[config.mk]
export PLATFORM = sky130hd
export DESIGN_NAME = codec_cfg_seq
export DESIGN_NICKNAME = d
export VERILOG_FILES = /design/src/rtl/codec_cfg_seq_pkg.sv /design/src/rtl/codec_cfg_seq_sync_rise.sv /design/src/rtl/codec_cfg_seq.sv
export SDC_FILE = /design/constraint.sdc
export NUM_CORES = 1
export LEC_CHECK = 0
export CAP_MARGIN = 10
export CORE_ASPECT_RATIO = 0.75
export CORE_UTILIZATION = 60
export CTS_BUF_LIST = sky130_fd_sc_hd__clkbuf_4
export CTS_CLUSTER_SIZE = 28
export DETAILED_ROUTE_END_ITERATION = 8
export PLACE_DENSITY = 0.83
export SYNTH_ARGS = -nofsm -noshare
export SYNTH_HDL_FRONTEND = slang
export SYNTH_SLANG_ARGS = --single-unit
[constraint.sdc]
create_clock -name clk -period 2.65 [get_ports clk]
set_input_delay 0.795 -clock clk [delete_from_list [all_inputs] [get_ports clk]]
set_output_delay 0.795 -clock clk [all_outputs]
set_load 0.01 [all_outputs]
[src/rtl/codec_cfg_seq_pkg.sv]
// codec_cfg_seq_pkg: state encoding, table size and counter widths shared by the
// WM8731 configuration sequencer.
package codec_cfg_seq_pkg;
    typedef enum logic [2:0] {
        S_IDLE,
        S_LOAD,
        S_SEND,
        S_WAIT_LOW,
        S_FAIL,
        S_SETTLE,
        S_DONE,
        S_ERROR
    } state_t;
    localparam int NUM_REGS = 11;
    localparam logic [3:0] LAST_IDX = 4'(NUM_REGS - 1);
    localparam int TO_W = 21;
    localparam int ST_W = 16;
endpackage

[src/rtl/codec_cfg_seq_sync_rise.sv]
// codec_cfg_seq_sync_rise: 2-flop synchroniser with a rising-edge pulse on the
// synchronised level.
module codec_cfg_seq_sync_rise (
    input  logic clk,
    input  logic reset,
    input  logic d,
    output logic level,
    output logic rise
);
    logic meta_q, sync_q, prev_q;

    always_ff @(posedge clk or posedge reset) begin
        if (reset) begin
            meta_q <= 1'b0;
            sync_q <= 1'b0;
            prev_q <= 1'b0;
        end else begin
            meta_q <= d;
            sync_q <= meta_q;
            prev_q <= sync_q;
        end
    end

    assign level = sync_q;
    assign rise  = sync_q & ~prev_q;
endmodule

[src/rtl/codec_cfg_seq.sv]
// codec_cfg_seq: walks the WM8731 power-up register table, handing each word to the
// i2c master with GO/END handshake, retries, timeout and post-reset settle delay.
module codec_cfg_seq
    import codec_cfg_seq_pkg::*;
#(
    parameter logic [7:0] DEV_ADDR      = 8'h34,
    parameter int         SETTLE_CYCLES = 50_000,
    parameter int         TIMEOUT       = 2_000_000,
    parameter int         MAX_RETRY     = 3,
    parameter bit         AUTO_START    = 1'b1
) (
    input  logic        clk,
    input  logic        reset,
    input  logic        start,
    input  logic        i2c_end,
    input  logic        i2c_ack_ok,
    output logic [23:0] i2c_data,
    output logic        i2c_go,
    output logic        busy,
    output logic        done,
    output logic        error,
    output logic [3:0]  reg_index
);
    localparam int RW = (MAX_RETRY < 1) ? 1 : $clog2(MAX_RETRY + 1);

    state_t            state_q, state_d;
    logic [3:0]        idx_q, idx_d;
    logic [RW-1:0]     retry_q, retry_d;
    logic [TO_W-1:0]   to_q, to_d;
    logic [ST_W-1:0]   st_q, st_d;
    logic [23:0]       data_q, data_d;
    logic              again_q, again_d;
    logic              first_q;
    logic              ack_m_q, ack_s_q;
    logic              end_lvl, end_rise;
    logic [15:0]       rom_word;

    codec_cfg_seq_sync_rise u_end_sync (
        .clk   (clk),
        .reset (reset),
        .d     (i2c_end),
        .level (end_lvl),
        .rise  (end_rise)
    );

    always_comb begin
        case (idx_q)
            4'd0:    rom_word = 16'h1E00;
            4'd1:    rom_word = 16'h0017;
            4'd2:    rom_word = 16'h0217;
            4'd3:    rom_word = 16'h0479;
            4'd4:    rom_word = 16'h0679;
            4'd5:    rom_word = 16'h0812;
            4'd6:    rom_word = 16'h0A00;
            4'd7:    rom_word = 16'h0C00;
            4'd8:    rom_word = 16'h0E4A;
            4'd9:    rom_word = 16'h1000;
            4'd10:   rom_word = 16'h1201;
            default: rom_word = 16'h0000;
        endcase
    end

    always_comb begin
        state_d = state_q;
        idx_d   = idx_q;
        retry_d = retry_q;
        to_d    = to_q;
        st_d    = st_q;
        data_d  = data_q;
        again_d = again_q;
        case (state_q)
            S_IDLE: begin
                if (start || (AUTO_START && first_q)) begin
                    state_d = S_LOAD;
                    idx_d   = '0;
                    retry_d = '0;
                end
            end
            S_LOAD: begin
                data_d  = {DEV_ADDR, rom_word};
                to_d    = '0;
                state_d = S_SEND;
            end
            S_SEND: begin
                to_d = (to_q == '1) ? to_q : to_q + 1'b1;
                // end_rise wins over a timeout expiring in the same cycle
                if (end_rise)
                    state_d = ack_s_q ? S_WAIT_LOW : S_FAIL;
                else if (to_q >= TO_W'(TIMEOUT - 1))
                    state_d = S_FAIL;
            end
            S_WAIT_LOW: begin
                if (!end_lvl) begin
                    again_d = 1'b0;
                    if (again_q)
                        state_d = S_LOAD;
                    else if (idx_q == '0) begin
                        state_d = S_SETTLE;
                        st_d    = '0;
                    end else if (idx_q == LAST_IDX)
                        state_d = S_DONE;
                    else begin
                        idx_d   = idx_q + 1'b1;
                        retry_d = '0;
                        state_d = S_LOAD;
                    end
                end
            end
            S_FAIL: begin
                if (retry_q < RW'(MAX_RETRY)) begin
                    retry_d = retry_q + 1'b1;
                    again_d = 1'b1;
                    state_d = S_WAIT_LOW;
                end else
                    state_d = S_ERROR;
            end
            S_SETTLE: begin
                st_d = (st_q == '1) ? st_q : st_q + 1'b1;
                if (st_q >= ST_W'(SETTLE_CYCLES - 1)) begin
                    state_d = S_LOAD;
                    idx_d   = 4'd1;
                    retry_d = '0;
                end
            end
            S_DONE, S_ERROR: begin
                if (start) begin
                    state_d = S_LOAD;
                    idx_d   = '0;
                    retry_d = '0;
                end
            end
            default: state_d = S_IDLE;
        endcase
    end

    always_ff @(posedge clk or posedge reset) begin
        if (reset) begin
            state_q <= S_IDLE;
            idx_q   <= '0;
            retry_q <= '0;
            to_q    <= '0;
            st_q    <= '0;
            data_q  <= '0;
            again_q <= 1'b0;
            first_q <= 1'b1;
            ack_m_q <= 1'b0;
            ack_s_q <= 1'b0;
        end else begin
            state_q <= state_d;
            idx_q   <= idx_d;
            retry_q <= retry_d;
            to_q    <= to_d;
            st_q    <= st_d;
            data_q  <= data_d;
            again_q <= again_d;
            first_q <= 1'b0;
            ack_m_q <= i2c_ack_ok;
            ack_s_q <= ack_m_q;
        end
    end

    assign i2c_data  = data_q;
    assign i2c_go    = (state_q == S_SEND);
    assign busy      = !(state_q == S_IDLE || state_q == S_DONE || state_q == S_ERROR);
    assign done      = (state_q == S_DONE);
    assign error     = (state_q == S_ERROR);
    assign reg_index = idx_q;
endmodule

After elaboration in Yosys (flattened, before gate mapping)
Memories as Yosys holds them, arrays and structs flattened. A register that Yosys moved wholly into a read port is not among the register bits.
Cells that the tools add are included.

storage, ports and cells
  register bits = 70
  memories = 1
  output and inout port bits = 32
  ROM bits = 176

memory list
  memory           depth  bits a word  rd ports  clocked after Yosys merged registers in  wr ports  RTL line             text
  (no name shown)  16     11           1         1                                        0         codec_cfg_seq.sv:47  case (idx_q)

cells by class
  bitwise logic cells = 2
  equality and inequality tests = 22
  muxes and demuxes = 39
  reductions and logical operators = 18
  magnitude comparators = 3
  $add $sub $neg = 4

operators by type and width
  kind                   number
  $mux 16                4
  $pmux 21 s2            1
  $mux 3                 11
  $pmux 16 s2            1
  $mux 4                 7
  $ne 2x2->1 const B     11
  $add 21x1->21 const B  1
  $eq 21x21->1 const B   1
  $ge 21x21->1 const B   1
  $mux 21                1
  $pmux 3 s7             1
  $add 16x1->16 const B  1
  $eq 16x16->1 const B   1
  $ge 16x16->1 const B   1
  $mux 2                 8
  $pmux 4 s4             1
  $eq 3x3->1 const B     4
  $pmux 2 s5             1
  $reduce_and 5->1       2
  $reduce_and 9->1       1
  $reduce_and 8->1       1
  $eq 3x2->1 const B     2
  $reduce_bool 2->1      3
  $reduce_bool 5->1      1
  18 further kinds       21

Longest topological paths before layout
Gate-level depths: netlist (run 1).

  word-level depth = 6
  depth in mapped cells = 7
  depth with buffers taken out = 7

Cells and area by module
Synthesis (run 1) repeated with hierarchy kept, for this count alone.

second synthesis, totals
  cells, all modules = 410
  area total of the unflattened synthesis = 3,923.8 µm²

by module, submodules not included
  module                   cells each  instances  area each (µm²)
  codec_cfg_seq            405         1          3,831.2
  codec_cfg_seq_sync_rise  5           1          92.6

Least setup slack after synthesis (run 1)
No wires, ideal clock.

  path type = input to register
  from = in start
  to = reg retry_q[0]
  slack = 545 ps
  setup time = 128 ps
  cell stages on the path = 5
  path buffers = 0
  arrival = 1,978 ps
  cells stage by stage = or4_1 > a21oi_2 > a221o_2 > nor3_4 > mux2_1

on the way
  longest elaborated chain between the ends = 3

ends and longest elaborated chain
  item                                   RTL line              text
  start: declaration                     codec_cfg_seq.sv:14   input logic start,
  $logic_or 1x1->1                       codec_cfg_seq.sv:73   if (start || (AUTO_START && first_q)) begin
  $ne 2x2->1 (no source line)            -
  $reduce_and 9->1 (no source line) (*)  -
  end signal: assignment                 codec_cfg_seq.sv:151  retry_q <= retry_d;
  end: declaration                       codec_cfg_seq.sv:28   logic [RW-1:0] retry_q, retry_d;

Mark *: on every way between the ends. The rest lies on a longest branch, timed or not.
A chain may end at the register's enable or synchronous reset.

Worst setup path after layout (run 1)
  from = reg state_q[1]
  to = out done

on the way
  longest elaborated chain between the ends = 1

ends and longest elaborated chain
  item                      RTL line              text
  start: declaration        codec_cfg_seq.sv:26   state_t state_q, state_d;
  start signal: assignment  codec_cfg_seq.sv:149  state_q <= state_d;
  $eq 3x3->1                codec_cfg_seq.sv:165  assign done = (state_q == S_DONE);
  end: declaration          codec_cfg_seq.sv:20   output logic done,

No other way between the ends.

==> impl_metrics.env, run 1 <==
export IMPL_h_tree_depth=3
export IMPL_cp_cell_sequence="buf_8 > nand2_1 > nor2_1 > clkdlybuf4s50_1"
export IMPL_finalNonFillerCells=515
export IMPL_overflow=0
export IMPL_switching_share=0.399
export IMPL_nFillCells=455
export IMPL_crit_type="flip-flop to output pin"
export IMPL_area_growth_synth_to_final_pct=12.3
export IMPL_slew_headroom=0.610
export IMPL_fp_dieH_um=71.7
export IMPL_routedWlPerCell_um=15.9
export IMPL_r2r_cells=7
export IMPL_clk_latency_ns=0.42
export IMPL_antenna_cells=0
export IMPL_maxCapViolCount=0
export IMPL_clock_sinks=64
export IMPL_first_pass_iters=5
export IMPL_num_rows=24
export IMPL_yosys_most_used_dff="dfrtp_1"
export IMPL_worst_path_buf_inv=2
export IMPL_crit_required_ns=1.86
export IMPL_netlist_area_um2=3880
export IMPL_critPathTopFamily="buffers and inverters"
export IMPL_place_gp_congestion=0.909
export IMPL_final_nets=444
export IMPL_place_hpwl_mm=6.03
export IMPL_drc=0
export IMPL_hp_class="flip-flop to flip-flop"
export IMPL_switching_power_mw=1.51
export IMPL_end_kind="output pin"
export IMPL_critPathMaxFanout=21
export IMPL_die_w_um=94.9
export IMPL_post_route_util=0.723
export IMPL_tns_ns=0
export IMPL_finClkSkew_ns=0.0180
export IMPL_wl_met1_mm=4.00
export IMPL_power_leakage_nw=1.90
export IMPL_cp_slowest_cell="clkdlybuf4s50_1"
export IMPL_drive_gt1_frac=0.135
export IMPL_rsz0062_at_grt="false"
export IMPL_track_usage=0.261
export IMPL_min_delay_start="ack_m_q$_DFF_PP0_"
export IMPL_clkPwrFrac=0.202
export IMPL_reg2reg_slack_ns=0.36
export IMPL_postRouteWirelength_mm=8.21
export IMPL_crit_start="state_q[1]$_DFFE_PP0P_"
export IMPL_clkTransAtPathRegs_ns=0.10
export IMPL_min_path_cells=0
export IMPL_dr_wl_met2_mm=3.53
export IMPL_power_frac_comb=0.459
export IMPL_min_to="ack_s_q$_DFF_PP0_"
export IMPL_core_area_um2=6040
export IMPL_num_vias=3199
export IMPL_root_buffer="clkbuf_4"
export IMPL_ant_nets=0
export IMPL_synth_seq_cells=64
export IMPL_ys_seq_area_frac=0.413
export IMPL_p_total_mw=3.78
export IMPL_dp_cells=499
export IMPL_critPathLaunchType="flip-flop"
export IMPL_cts_buffer_depth=2
export IMPL_setup_viol=0
export IMPL_finalMaxSlewViolations=0
export IMPL_crit_arrival_ns=1.73
export IMPL_routed_top_layer="met4"
export IMPL_max_freq_ghz=0.397
export IMPL_pwr_share_seq=0.340
export IMPL_cts_tree="done"
export IMPL_critical_path_reg2reg_endpoint="retry_q[0]$_DFFE_PP0P_"
export IMPL_final_cell_mix="63 x dfrtp_1, 35 x nor2_1, 33 x nand2_1"
export IMPL_holdWs_ns=0.359
export IMPL_grt_pass1_vias=2851
export IMPL_grt_max_degree=28
export IMPL_drtIter0Drc=265
export IMPL_antenna_found_initial=0
export IMPL_synthArstFlopShare=1.00
export IMPL_die_area_um2=6800
export IMPL_synth_edff_count=0
export IMPL_numCtsBuffers=9
export IMPL_yosysWarnings=0
export IMPL_status="finished clean"
export IMPL_start_util=0.644
export IMPL_avgViaCountPerCell=6.21
export IMPL_worstReg2RegStart="reg_index[0]$_DFFE_PP0P_"
export IMPL_port_buffers=26
export IMPL_period_share=0.952
export IMPL_hold_violations=0
export IMPL_p_per_area_nw_per_um2=867
export IMPL_num_io_pins=37
export IMPL_peakVddDrop_v=0.000540
export IMPL_fin_crit_ns=2.52
export IMPL_mostFrequentLayoutCell="dfrtp_1"
export IMPL_syn_inst=406
export IMPL_worst_pin_slew_ns=0.585
export IMPL_seq_area_um2=1600
export IMPL_multi_input_area_um2=2060
export IMPL_syn_area_per_cell_um2=9.57
export IMPL_max_stage_delay_ns=0.55
export IMPL_wl_met3_um=580
export IMPL_synthDistinctLibCells=72
export IMPL_power_internal_mw=2.27
export IMPL_grt_pass1_wl_mm=13.7
per-layer routing:
layer / vias up / track usage
met1: 1521 / 0.390
met3: 14 / 0.0605
met5: - / 0
li1: 1521 / -
met4: 0 / 0.0774
met2: 143 / 0.377
how the worst max path moves through the flow:
stage | to | slack (ns) | depth (start not counted)
2_1_floorplan | ack_m_q$_DFF_PP0_ | 0.26 | 1
3_3_place_gp | retry_q[0]$_DFFE_PP0P_ | 0.14 | 6
3_5_place_dp | state_q[2]$_DFFE_PP0P_ | 0.09 | 6
4_1_cts | busy | 0.03 | 4
5_1_grt | done | 0.06 | 4
6_report | done | 0.13 | 4
cell usage after synthesis, types with 6 or more instances:
master	count	share of area
nand4_1	9	0.014
a31oi_1	9	0.014
ha_1	7	0.023
nand3_1	20	0.026
nor2_1	35	0.034
and3_1	7	0.011
xnor2_1	9	0.020
a21oi_1	21	0.027
inv_1	10	0.0097
and2_1	6	0.0097
clkbuf_1	13	0.013
buf_4	17	0.033
dfrtp_1	63	0.41
nor2b_1	6	0.0097
mux2i_1	6	0.015
nor3_1	10	0.013
nand2_1	33	0.032
o211ai_1	7	0.014
o21ai_0	14	0.018
cell families (layout without fill, tap and decap cells):
| kind of cell | Yosys count | after routing | synth area share |
|---|---|---|---|
| simple gates | 162 | 162 | 0.231 |
| compound gates | 102 | 102 | 0.210 |
| flops | 64 | 64 | 0.413 |
| buf+inv | 47 | 68 | 0.0673 |
| xor+xnor | 14 | 14 | 0.0316 |
| mux | 9 | 9 | 0.0242 |
| fa+ha+maj | 7 | 7 | 0.0225 |
| other cells | 1 | 11 | 0.000965 |
power by group through the flow:
| stage | clock network, mW | logic [mW] | registers (mW) |
|---|---|---|---|
| global placement | 0 | 1.66 | 1.29 |
| global route | 0.814 | 1.90 | 1.31 |
| detailed placement | 0 | 1.72 | 1.30 |
| floorplan | 0 | 1.17 | 1.30 |
| CTS | 0.777 | 1.72 | 1.28 |
| finish | 0.762 | 1.73 | 1.29 |
flip-flops by register name, indices dropped and copies added, names as in the netlist:
register and flops:
ack_m_q 1, ack_s_q 1, to_q 21, u_end_sync.prev_q 1, first_q 1, st_q 16, reg_index 4, retry_q 2
state_q 3, u_end_sync.meta_q 1, u_end_sync.level 1, i2c_data 11, again_q 1
through the flow:
| stage | setup slack, ns | area (µm²) |
|---|---|---|
| 2_1_floorplan | 0.259 | 3920 |
| 6_report | 0.128 | 4360 |
| 5_1_grt | 0.0617 | 4360 |
| 3_3_place_gp | 0.140 | 4190 |
| 3_5_place_dp | 0.0901 | 4190 |
| 4_1_cts | 0.0265 | 4350 |
area by class of cell:
| type | count | share of cell area |
|---|---|---|
| multi-input combinational | 305 | 0.472 |
| sequential | 64 | 0.367 |
| timing repair buffer | 41 | 0.0918 |
| tap | 78 | 0.0224 |
| clock inverter | 7 | 0.0215 |
| clock buffer | 9 | 0.0155 |
| inverter | 11 | 0.00975 |
repair_timing:
item	4_1_cts	5_1_grt
setup endpoints to repair	3	2
buffers inserted	0	0
gates resized for setup	3	3
hold buffers	0	0
cloned	0	0
(Power assumes the default switching activity.)
==> inputs of run 2 (changes only) <==
--- a/config.mk
+++ b/config.mk
@@ -7,11 +7,11 @@
 export LEC_CHECK = 0
 export CAP_MARGIN = 10
 export CORE_ASPECT_RATIO = 0.75
-export CORE_UTILIZATION = 60
+export CORE_UTILIZATION = 54
 export CTS_BUF_LIST = sky130_fd_sc_hd__clkbuf_4
 export CTS_CLUSTER_SIZE = 28
 export DETAILED_ROUTE_END_ITERATION = 8
-export PLACE_DENSITY = 0.83
+export PLACE_DENSITY = 0.79
 export SYNTH_ARGS = -nofsm -noshare
 export SYNTH_HDL_FRONTEND = slang
 export SYNTH_SLANG_ARGS = --single-unit
==> constraint.sdc (replaced) <==
create_clock -name clk -period 2.1 [get_ports clk]
set_input_delay 0.63 -clock clk [delete_from_list [all_inputs] [get_ports clk]]
set_output_delay 0.63 -clock clk [all_outputs]
set_load 0.01 [all_outputs]
==> impl_metrics.env, run 2 (synthesized netlist as in run 1, its figures left out) <==
export IMPL_place_hpwl_mm=6.36
export IMPL_regMostFlops="to_q"
export IMPL_first_pass_iters=5
export IMPL_worst_path_buf_inv=3
export IMPL_routedWlPerCell_um=15.7
export IMPL_peakVddDrop_v=0.000515
export IMPL_end_kind="output pin"
export IMPL_min_path_cells=0
export IMPL_power_internal_mw=3.25
export IMPL_max_freq_ghz=0.472
export IMPL_p_per_area_nw_per_um2=1120
export IMPL_crit_arrival_ns=1.49
export IMPL_switching_share=0.389
export IMPL_cp_slowest_cell="dfrtp_1"
export IMPL_fin_crit_ns=2.12
export IMPL_port_buffers=26
export IMPL_finalNonFillerCells=573
export IMPL_finClkSkew_ns=0.0149
export IMPL_critPathTopFamily="flip-flops"
export IMPL_drtIter0Drc=263
export IMPL_finalWorstSetupSlack_ns=-0.0174
export IMPL_power_leakage_nw=2.10
export IMPL_num_vias=3365
export IMPL_ant_nets=0
export IMPL_clkTransAtPathRegs_ns=0.12
export IMPL_drive_gt1_frac=0.242
export IMPL_reg2reg_slack_ns=0.01
export IMPL_core_area_um2=6900
export IMPL_critPathMaxFanout=2
export IMPL_critPathLaunchType="flip-flop"
export IMPL_die_area_um2=7540
export IMPL_mostFrequentLayoutCell="dfrtp_1"
export IMPL_hp_class="flip-flop to flip-flop"
export IMPL_area_growth_synth_to_final_pct=22.0
export IMPL_die_w_um=99.9
export IMPL_post_route_util=0.687
export IMPL_violations="setup timing"
export IMPL_root_buffer="clkbuf_4"
export IMPL_final_nets=482
export IMPL_crit_type="flip-flop to output pin"
export IMPL_num_rows=26
export IMPL_dp_cells=546
export IMPL_postRouteWirelength_mm=8.99
export IMPL_place_gp_congestion=0.863
export IMPL_grt_pass1_wl_mm=14.5
export IMPL_track_usage=0.253
export IMPL_multi_input_area_um2=2120
export IMPL_switching_power_mw=2.07
export IMPL_finalMaxSlewViolations=0
export IMPL_nFillCells=539
export IMPL_grt_max_degree=32
export IMPL_rsz0062_at_grt="true"
export IMPL_worst_pin_slew_ns=0.546
export IMPL_pwr_share_seq=0.294
export IMPL_clock_sinks=64
export IMPL_r2r_cells=7
export IMPL_seq_area_um2=1600
export IMPL_h_tree_depth=3
export IMPL_final_cell_mix="62 x dfrtp_1, 49 x buf_4, 31 x nand2_1, 31 x nor2_1"
export IMPL_overflow=0
export IMPL_cts_tree="done"
export IMPL_start_util=0.563
export IMPL_status="complete, but fails checks"
export IMPL_fp_dieH_um=75.5
export IMPL_period_share=1.01
export IMPL_drc=0
export IMPL_cp_cell_sequence="buf_4 > or3b_4 > clkinv_2 > buf_6"
export IMPL_slew_headroom=0.633
export IMPL_largest_register_ff_count=21
export IMPL_grt_pass1_vias=2988
export IMPL_setup_viol=1
export IMPL_holdWs_ns=0.370
export IMPL_num_io_pins=37
export IMPL_numCtsBuffers=9
export IMPL_power_frac_comb=0.523
export IMPL_cts_buffer_depth=2
export IMPL_crit_required_ns=1.47
export IMPL_clk_latency_ns=0.43
export IMPL_ctsHoldBuffers=0
export IMPL_avgViaCountPerCell=5.87
export IMPL_cp_num_cells=4
export IMPL_antenna_found_initial=0
export IMPL_clkPwrFrac=0.183
export IMPL_antenna_cells=0
export IMPL_max_stage_delay_ns=0.39
export IMPL_maxCapViolCount=0
export IMPL_hold_violations=0
## run 2: timing repair
action | CTS | global route
resized for setup | 26 | 12
pin swaps | 3 | 5
setup buffers | 7 | 4
endpoints found under the setup margin | 9 | 18
endpoints found under the hold margin | 0 | 0
## run 2: power groups by stage
stage	Combinational (mW)	Sequential (mW)	Clock, mW
CTS	2.66	1.57	0.993
global placement	2.45	1.60	0
detailed placement	2.52	1.61	0
floorplan	1.48	1.64	0
global route	3.05	1.59	1.05
finish	2.78	1.57	0.972
## run 2: worst paths after layout
kind | startpoint | end
max in group asynchronous | reset | st_q[10]$_DFFE_PP0P_
hold / removal | ack_m_q$_DFF_PP0_ | ack_s_q$_DFF_PP0_
setup reg to reg | state_q[1]$_DFFE_PP0P_ | retry_q[0]$_DFFE_PP0P_
min in group asynchronous | reset | to_q[2]$_DFFE_PP0P_
setup / recovery | state_q[1]$_DFFE_PP0P_ | i2c_go
hold reg to reg | ack_m_q$_DFF_PP0_ | ack_s_q$_DFF_PP0_
## run 2: cell type report
cell class                      count  area share
Clock buffer                        9      0.0143
Clock inverter                      7      0.0203
Inverter                           11     0.00977
Multi-Input combinational cell    305       0.448
Sequential cell                    64       0.339
Tap cell                           98      0.0259
Timing Repair Buffer               79       0.143
## run 2: worst reg2reg max path, delay by kind of cell, from the launching register on
family / cells / cell delay (ns)
compound gates: 2 / 0.35
buf+inv: 2 / 0.31
flops: 1 / 0.41
mux: 1 / 0.32
simple gates: 2 / 0.59
## run 2: through the flow
| step | total power [mW] | setup WS [ns] | instance area [µm²] | setup TNS (ns) |
|---|---|---|---|---|
| finish | 5.32 | -0.0174 | 4740 | -0.0174 |
| global placement | 4.06 | -0.264 | 4430 | -1.61 |
| floorplan | 3.12 | 0.0859 | 3930 | 0 |
| CTS | 5.22 | -0.0205 | 4680 | -0.0205 |
| global route | 5.69 | -0.0690 | 4740 | -0.150 |
| detailed placement | 4.13 | -0.296 | 4430 | -1.83 |
## run 2: layer usage
metal / up-vias / track usage / routed length [µm]
met1: 1636 / 0.355 / 4320
li1: 1599 / - / -
met3: 9 / 0.0569 / 483
met2: 121 / 0.389 / 4090
met4: 0 / 0.0980 / 95
met5: - / 0 / 0
==> inputs of run 3 (changes only) <==
==> constraint.sdc (replaced) <==
create_clock -name clk -period 2.1 [get_ports clk]
set_input_delay 0.315 -clock clk [delete_from_list [all_inputs] [get_ports clk]]
set_output_delay 0.315 -clock clk [all_outputs]
set_load 0.01 [all_outputs]
==> impl_metrics.env, run 3 (synthesized netlist as in run 1, its figures left out) <==
export IMPL_status="finished clean"
export IMPL_critPathTopFamily="compound AO/OA/AOI/OAI gates"
export IMPL_area_growth_synth_to_final_pct=18.8
export IMPL_holdWs_ns=0.263
export IMPL_cts_buffer_depth=2
export IMPL_antenna_cells=0
export IMPL_regMostFlops="to_q"
export IMPL_critPathLaunchType="flip-flop"
export IMPL_numCtsBuffers=9
export IMPL_finalNonFillerCells=557
export IMPL_final_area_um2=4620
export IMPL_drive_gt1_frac=0.194
export IMPL_clock_sinks=64
export IMPL_drc=0
export IMPL_setup_viol=0
export IMPL_place_hpwl_mm=5.96
export IMPL_start_util=0.563
export IMPL_clk_latency_ns=0.41
export IMPL_place_area_um2=4350
export IMPL_clkPwrFrac=0.209
export IMPL_final_nets=466
export IMPL_routedWlPerCell_um=15.4
export IMPL_max_stage_delay_ns=0.42
export IMPL_cts_tree="done"
export IMPL_num_io_pins=37
export IMPL_switching_share=0.382
export IMPL_finalMaxSlewViolations=0
export IMPL_die_w_um=99.9
export IMPL_max_freq_ghz=0.497
export IMPL_routed_top_layer="met4"
export IMPL_power_leakage_nw=2.00
export IMPL_die_area_um2=7540
export IMPL_power_internal_mw=3.22
export IMPL_track_usage=0.241
export IMPL_end_kind="flip-flop"
export IMPL_core_area_um2=6900
export IMPL_wl_met1_mm=4.14
export IMPL_worst_pin_slew_ns=0.611
export IMPL_finClkSkew_ns=0.0162
export IMPL_hold_violations=0
export IMPL_tns_ns=0
export IMPL_critPathMaxFanout=4
export IMPL_fp_dieH_um=75.5
export IMPL_cp_cell_sequence="ha_4 > and3_4 > o221ai_2 > buf_4 > a221oi_4 > nand3_1 > mux2_1"
export IMPL_p_per_area_nw_per_um2=1130
export IMPL_dp_cells=536
export IMPL_place_gp_congestion=0.864
export IMPL_reg2reg_slack_ns=0.09
export IMPL_period_share=0.959
export IMPL_mostFrequentLayoutCell="dfrtp_1"
export IMPL_grt_max_degree=65
export IMPL_worst_path_buf_inv=1
export IMPL_slew_headroom=0.589
export IMPL_switching_power_mw=1.99
export IMPL_clkTransAtPathRegs_ns=0.12
export IMPL_grt_pass1_wl_mm=14.0
export IMPL_root_buffer="clkbuf_4"
export IMPL_first_pass_iters=4
export IMPL_wl_met3_um=490
export IMPL_num_rows=26
export IMPL_cp_slowest_cell="dfrtp_1"
export IMPL_drtIter0Drc=187
export IMPL_largest_register_ff_count=21
export IMPL_h_tree_depth=3
export IMPL_maxCapViolCount=0
export IMPL_overflow=0
export IMPL_fin_crit_ns=2.01
export IMPL_peakVddDrop_v=0.000513
export IMPL_port_buffers=26
export IMPL_crit_required_ns=2.41
export IMPL_pwr_share_seq=0.308
export IMPL_power_frac_comb=0.483
export IMPL_crit_arrival_ns=2.32
export IMPL_grt_pass1_vias=2906
export IMPL_avgViaCountPerCell=5.89
export IMPL_dr_wl_met2_mm=3.89
export IMPL_antenna_found_initial=0
export IMPL_final_cell_mix="60 x dfrtp_1, 34 x nor2_1, 34 x buf_4"
export IMPL_hp_class="input port to asynchronous set/reset pin"
export IMPL_ant_nets=0
export IMPL_num_vias=3281
export IMPL_crit_type="flip-flop to flip-flop"
export IMPL_postRouteWirelength_mm=8.58
==> run 3: path summary, 6_finish.rpt <==
kind                                        startpoint                    endpoint  cells after the start
setup / recovery                   st_q[0]$_DFFE_PP0P_      state_q[2]$_DFFE_PP0P_                      7
min in group clk                            i2c_ack_ok           ack_m_q$_DFF_PP0_                      1
max in group asynchronous                        reset           first_q$_DFF_PP1_                      3
hold reg to reg            u_end_sync.meta_q$_DFF_PP0_  u_end_sync.level$_DFF_PP0_                      0
setup reg to reg                   st_q[0]$_DFFE_PP0P_      state_q[2]$_DFFE_PP0P_                      7
hold / removal                                   reset        st_q[10]$_DFFE_PP0P_                      3
==> run 3: cell type report <==
type | instances | area [µm²]
clock buffers | 9 | 67.6
clock inverters | 7 | 119
fillers | 552 | 2280
inverters | 11 | 42.5
multi-input cells | 305 | 2100
flip-flops and latches | 64 | 1610
well taps | 98 | 123
repair buffers | 63 | 562
==> run 3: through the flow <==
| stage | total power [mW] | worst slack, ns | utilization |
|---|---|---|---|
| 4_1_cts | 5.15 | 0.0374 | 0.663 |
| 3_3_place_gp | 3.94 | 0.0334 | 0.631 |
| 6_report | 5.21 | 0.0861 | 0.669 |
| 2_1_floorplan | 3.12 | 0.0859 | - |
| 5_1_grt | 5.57 | -0.00270 | 0.669 |
| 3_5_place_dp | 4.00 | 0.0109 | 0.631 |
==> run 3: per-layer routing <==
layer	track usage	up-vias
met5	0	-
met4	0.0686	0
met3	0.0633	10
met2	0.366	135
met1	0.343	1568
li1	-	1568
==> run 3: power by group through the flow <==
stage / logic (mW) / clock network [mW] / registers (mW)
floorplan: 1.48 / 0 / 1.64
detailed placement: 2.36 / 0 / 1.64
global route: 2.77 / 1.16 / 1.63
CTS: 2.45 / 1.11 / 1.59
global placement: 2.31 / 0 / 1.63
finish: 2.52 / 1.09 / 1.60
==> run 3: repair_timing <==
action,CTS,global route
cloned,0,0
hold buffers,0,0
resized for setup,6,9
buffers inserted,5,0
endpoints found under the setup margin,5,9
pin swaps,0,1
==> run 3: worst min-delay path, cell delays in order <==
cell and delay (ns):
clkdlybuf4s50_1 0.41, inv_2 0.07, buf_12 0.30
